<file path="src/rtl/hazard_scoreboard.sv">
// Decode-stage hazard scoreboard: per-register Tnew countdowns, a multiply/divide
// busy countdown, and a saturating stall-cycle counter.

module hazard_reg_cnt #(
  parameter int TW = 2
) (
  input  logic          clk,
  input  logic          reset,
  input  logic          load,
  input  logic [TW-1:0] tnew,
  output logic [TW-1:0] cnt
);
  // A fresh write overrides the running decrement.
  always_ff @(posedge clk or posedge reset) begin
    if (reset)           cnt <= '0;
    else if (load)       cnt <= tnew;
    else if (cnt != '0)  cnt <= cnt - 1'b1;
  end
endmodule

module hazard_scoreboard #(
  parameter int NREG     = 32,
  parameter int AW       = 5,
  parameter int TW       = 2,
  parameter int MULT_LAT = 5,
  parameter int DIV_LAT  = 10,
  parameter int MDW      = 4
) (
  input  logic          clk,
  input  logic          reset,
  input  logic          d_valid,
  input  logic [AW-1:0] d_rs,
  input  logic [AW-1:0] d_rt,
  input  logic          d_rs_use,
  input  logic          d_rt_use,
  input  logic [TW-1:0] d_tuse_rs,
  input  logic [TW-1:0] d_tuse_rt,
  input  logic          d_we,
  input  logic [AW-1:0] d_wa,
  input  logic [TW-1:0] d_tnew,
  input  logic [1:0]    d_md_start,
  input  logic          d_md_use,
  input  logic          d_flush,
  output logic          stall,
  output logic [31:0]   stall_cnt
);
  // Register 0 has no counter; it always reads as ready.
  logic [NREG-1:1][TW-1:0] cnt;
  logic [TW-1:0]           rs_cnt, rt_cnt;
  logic [MDW-1:0]          md_cnt;
  logic                    haz_rs, haz_rt, haz_md, issue, wr_en;

  // Out-of-range write addresses match no counter and are dropped.
  for (genvar r = 1; r < NREG; r++) begin : g_reg
    hazard_reg_cnt #(.TW(TW)) u_cnt (
      .clk   (clk),
      .reset (reset),
      .load  (wr_en && (d_wa == AW'(r))),
      .tnew  (d_tnew),
      .cnt   (cnt[r])
    );
  end

  always_comb begin
    rs_cnt = '0;
    rt_cnt = '0;
    for (int r = 1; r < NREG; r++) begin
      if (d_rs == AW'(r)) rs_cnt = cnt[r];
      if (d_rt == AW'(r)) rt_cnt = cnt[r];
    end
  end

  assign haz_rs = d_rs_use && (d_rs != '0) && (rs_cnt > d_tuse_rs);
  assign haz_rt = d_rt_use && (d_rt != '0) && (rt_cnt > d_tuse_rt);
  assign haz_md = d_md_use && (md_cnt != '0);
  assign stall  = d_valid && !d_flush && !reset && (haz_rs || haz_rt || haz_md);
  assign issue  = d_valid && !d_flush && !stall;
  assign wr_en  = issue && d_we && (d_wa != '0);

  always_ff @(posedge clk or posedge reset) begin
    if (reset)                             md_cnt <= '0;
    else if (issue && d_md_start == 2'd1)  md_cnt <= MDW'(MULT_LAT);
    else if (issue && d_md_start == 2'd2)  md_cnt <= MDW'(DIV_LAT);
    else if (md_cnt != '0)                 md_cnt <= md_cnt - 1'b1;
  end

  always_ff @(posedge clk or posedge reset) begin
    if (reset)                          stall_cnt <= '0;
    else if (stall && stall_cnt != '1)  stall_cnt <= stall_cnt + 32'd1;
  end
endmodule

</file>
<file path="config.mk">
export PLATFORM = sky130hd
export DESIGN_NAME = hazard_scoreboard
export DESIGN_NICKNAME = d
export VERILOG_FILES = /design/src/rtl/hazard_scoreboard.sv
export SDC_FILE = /design/constraint.sdc
export NUM_CORES = 1
export LEC_CHECK = 0
export CAP_MARGIN = 15
export CELL_PAD_IN_SITES_DETAIL_PLACEMENT = 1
export CELL_PAD_IN_SITES_GLOBAL_PLACEMENT = 1
export CORE_ASPECT_RATIO = 0.75
export CORE_MARGIN = 2
export CORE_UTILIZATION = 40
export CTS_CLUSTER_SIZE = 20
export DETAILED_ROUTE_END_ITERATION = 10
export GPL_TIMING_DRIVEN = 0
export PLACE_DENSITY_LB_ADDON = 0.1
export SYNTH_ARGS = -nofsm -noshare
export SYNTH_HDL_FRONTEND = slang
export SYNTH_SLANG_ARGS = --single-unit
</file>
<file path="constraint.sdc">
create_clock -name clk -period 7.1 [get_ports clk]
set_clock_uncertainty 0.15 [all_clocks]
set_input_delay 0.71 -clock clk [delete_from_list [all_inputs] [get_ports clk]]
set_output_delay 0.71 -clock clk [all_outputs]
set_load 0.05 [all_outputs]
</file>
==> impl_results.md <==
- # Post-CTS Setup Buffers: 0
- Syn_nets: 892
- Port buffer count: 62
- WP data arrival: ~5700 ps
- #FFs+latches synth: 98
- Final period util: 0.9170
- Post-layout util: 0.4821
- Compound-gate portion of the synthesized area: 0.1510
- Drt drc: 0
- Synth area leaders: dfrtp_1, mux2_2, ha_1
- Clock buffer depth: 2
- Core Footprint: 17810 µm²
- WL final: between 20 and 30 mm
- Die W: 160.4 µm
- Initial Utilization: 0.4121
- Hold Path Class: reg2reg
- Ys Warns: 0
- CP Data Required Time: 6240 ps
- Reg2reg start: g_reg[1].u_cnt.cnt[1]$_DFFE_PP0P_
- Cts bufs inserted: 9
- Pwr dens: approximately 360 nW/µm²
- Initial DRC count: 385
- Xor/xnor cell area share of the yosys netlist: 0.07517
- Setup TNS: 0 ps
- Post-route ant nets: 0
- Setup crit end kind: primary output
- Number of antenna violations at the first check in global routing: 0
- Worst Setup Path Type: in2out
- Synth unique cells: 76
- Primary FF master, synth: dfrtp_1
- Fraction of the mapped netlist area in simple logic gates: 0.1851
- Total chip power: 3122 µW
- Number of flops mapped to enable cells by yosys: 0
- Synth top cells by count: dfrtp_1, nand2_1, inv_1, mux2_2, o21ai_0
- Synth area leader: dfrtp_1
- Grt ovf: 0
- Synth-to-Final Area Change: 16.99%
- Number of global-route vias before repair: 6972
- Vias: between 6k and 7k
- DPL Wire Length: roughly 21 mm
- Setup Viol. Count Final: 0
- Post-cts gate resize count: 0
- Number of H-tree levels: 3
- Layout cell share with drive strength beyond 1: 0.1340
- Reg2reg setup slack: about 2600 ps
- Total GRT Usage: 0.2836
- Final #Nets: 966
- Max Clock Freq: 0.1536 GHz
- Crit path launch: d_rt[1]
- Clock Tree Root: clkbuf_16
- Largest net degree at the start of global routing: between 60 and 70
- End of the critical path: stall
- CTS tree: done
- CTS clk-pin slew, worst paths: 80 ps
- Final Max Slew Viols: 0
- Asr flop ratio synth: 1.000
- First-pass GRT wire length: between 40 and 50 mm
- RR Endpoint: g_reg[21].u_cnt.cnt[0]$_DFFE_PP0P_
- DIE HEIGHT: 121.3 µm
- Routed length per instance: 23.31 µm
- Avg Inst Size Synth: 8.909 µm²
- Post-Syn Instances: just over 800
- Row count: 42
- Ant diodes: 0
- Worst-skew pair later-pin latency: ~370 ps
- Startpoint Class: primary input
- Hold buffers post-CTS: 0
- Cells on worst reg2reg path: 15
- Post-synth top area share: 0.3341
- Synth Cell Area: 7341 µm²
- Crit path max fanout: 10
- Placed cell count: 1129
- Avg Vias per Cell: 5.832
- Status: complete, no violations
- CTS sink count: 98
- Relative slew margins: 0.2337
- Mux contribution to synthesized area: 0.1273
- I/O Pins: 64
- Adder-cell share of the synthesized area: 0.06306
- Post-synthesis sequential area ratio: 0.3341
- RSZ-0062 raised after global routing: false
- Main combinational cell family by area after synthesis: simple AND/OR/NAND/NOR gates
- Final Hold Vio Count: 0
- Most numerous cell in the Yosys netlist: dfrtp_1
- Pre-Repair DR Iteration Count: 5
- Min Tclk post-route: about 6500 ps
- DIE AREA: 19460 µm²
- Final Non-Filler Cells: 1145
- Worst Max-Slew Pin Slew: between 1000 and 1500 ps
- Final Wtd Congestion: around 0.95
- MaxCap Viol Count: 0
- Static Leakage: 0.003690 µW
- Peak supply drop: 0.1829 mV
cells by family (layout without fill, tap and decap cells):
group | after synthesis | after routing
compound gates | 167 | 167
xor+xnor | 63 | 63
fa+ha+maj | 37 | 37
buf+inv | 115 | 194
flops | 98 | 98
mux | 80 | 80
simple gates | 264 | 264
where the power goes:
group | total [µW] | switching [µW] | internal [µW]
Clock | 504 | 248 | 256
Sequential | 1120 | 332 | 784
Combinational | 1500 | 748 | 755
Total | 3120 | 1330 | 1790
how the worst min path moves through the flow:
stage	start	end	slack (ps)	cells past startpoint
after floorplan	g_reg[8].u_cnt.cnt[1]$_DFFE_PP0P_	g_reg[8].u_cnt.cnt[1]$_DFFE_PP0P_	410	2
after global placement	stall_cnt[21]$_DFFE_PP0P_	stall_cnt[21]$_DFFE_PP0P_	340	1
after detailed placement	stall_cnt[19]$_DFFE_PP0P_	stall_cnt[19]$_DFFE_PP0P_	340	1
after CTS	stall_cnt[25]$_DFFE_PP0P_	stall_cnt[25]$_DFFE_PP0P_	350	1
after global routing	stall_cnt[15]$_DFFE_PP0P_	stall_cnt[15]$_DFFE_PP0P_	370	1
final	stall_cnt[15]$_DFFE_PP0P_	stall_cnt[15]$_DFFE_PP0P_	350	1
stage by stage:
step	cell area, µm²	setup WS, ps	hold WS [ps]
floorplan	7341	2703	408.0
global placement	8264	758.5	335.7
detailed placement	8294	642.5	337.7
CTS	8588	635.2	353.3
global route	8588	423.5	366.7
finish	8588	589.6	349.7
routing by layer:
metal	vias up	global-route usage	wire, µm
met3	32	0.05810	1934
met2	204	0.4558	12040
met4	0	0.07827	464
met5	-	0	0
li1	3050	-	-
met1	3392	0.3892	12250
sequential cells by signal (all words and copies together), names as in the netlist:
name         cells
g.u_cnt.cnt     62
md_cnt           4
stall_cnt       32
area by class of cell:
cell class | instances | area, µm²
plain buffers | 36 | 175.2
clock buffers | 10 | 239.0
clock inverters | 6 | 55.05
fillers | 2056 | 9226
inverters | 79 | 299.0
multi-input cells | 611 | 4417
flip-flops and latches | 98 | 2452
well taps | 242 | 302.8
repair buffers | 63 | 648.1
worst max-delay path: stages:
cell and delay (ps):
clkdlybuf4s50_1 550, buf_2 320, buf_2 340, buf_2 360, buf_2 380, mux2i_1 380
nor2_1 80, a31oi_1 170, o221ai_1 150, a21oi_1 140, nor3_1 70, ha_1 290
nor2b_1 150, o211ai_1 140, o221ai_2 270, nand2_1 240, inv_1 100, clkdlybuf4s50_1 800
cells in the final DEF (no fill, tap or decap), types with 4 or more instances in the layout:
cell	netlist	layout
xor2_1	16	16
nand2_1	92	92
clkbuf_1	20	20
nor2_1	48	48
dfrtp_1	98	98
nand2b_1	7	7
ha_1	37	37
o2111ai_1	4	4
a211o_1	4	4
o211ai_1	8	8
a211oi_1	4	4
o21ai_0	51	51
inv_1	79	78
nand4_1	15	15
mux4_2	5	5
o221ai_1	6	6
mux2i_1	18	18
mux2_2	57	57
a21o_1	5	5
and2_1	8	8
nand3_1	25	25
buf_2	11	11
xnor2_1	47	47
or3_1	4	4
clkbuf_16	0	9
nor2b_1	11	11
a21oi_1	39	39
o22ai_1	4	4
a31oi_1	8	8
and3_1	6	6
clkdlybuf4s50_1	0	62
nor3_1	13	13
No activity file was read; power rests on OpenSTA's default activity.
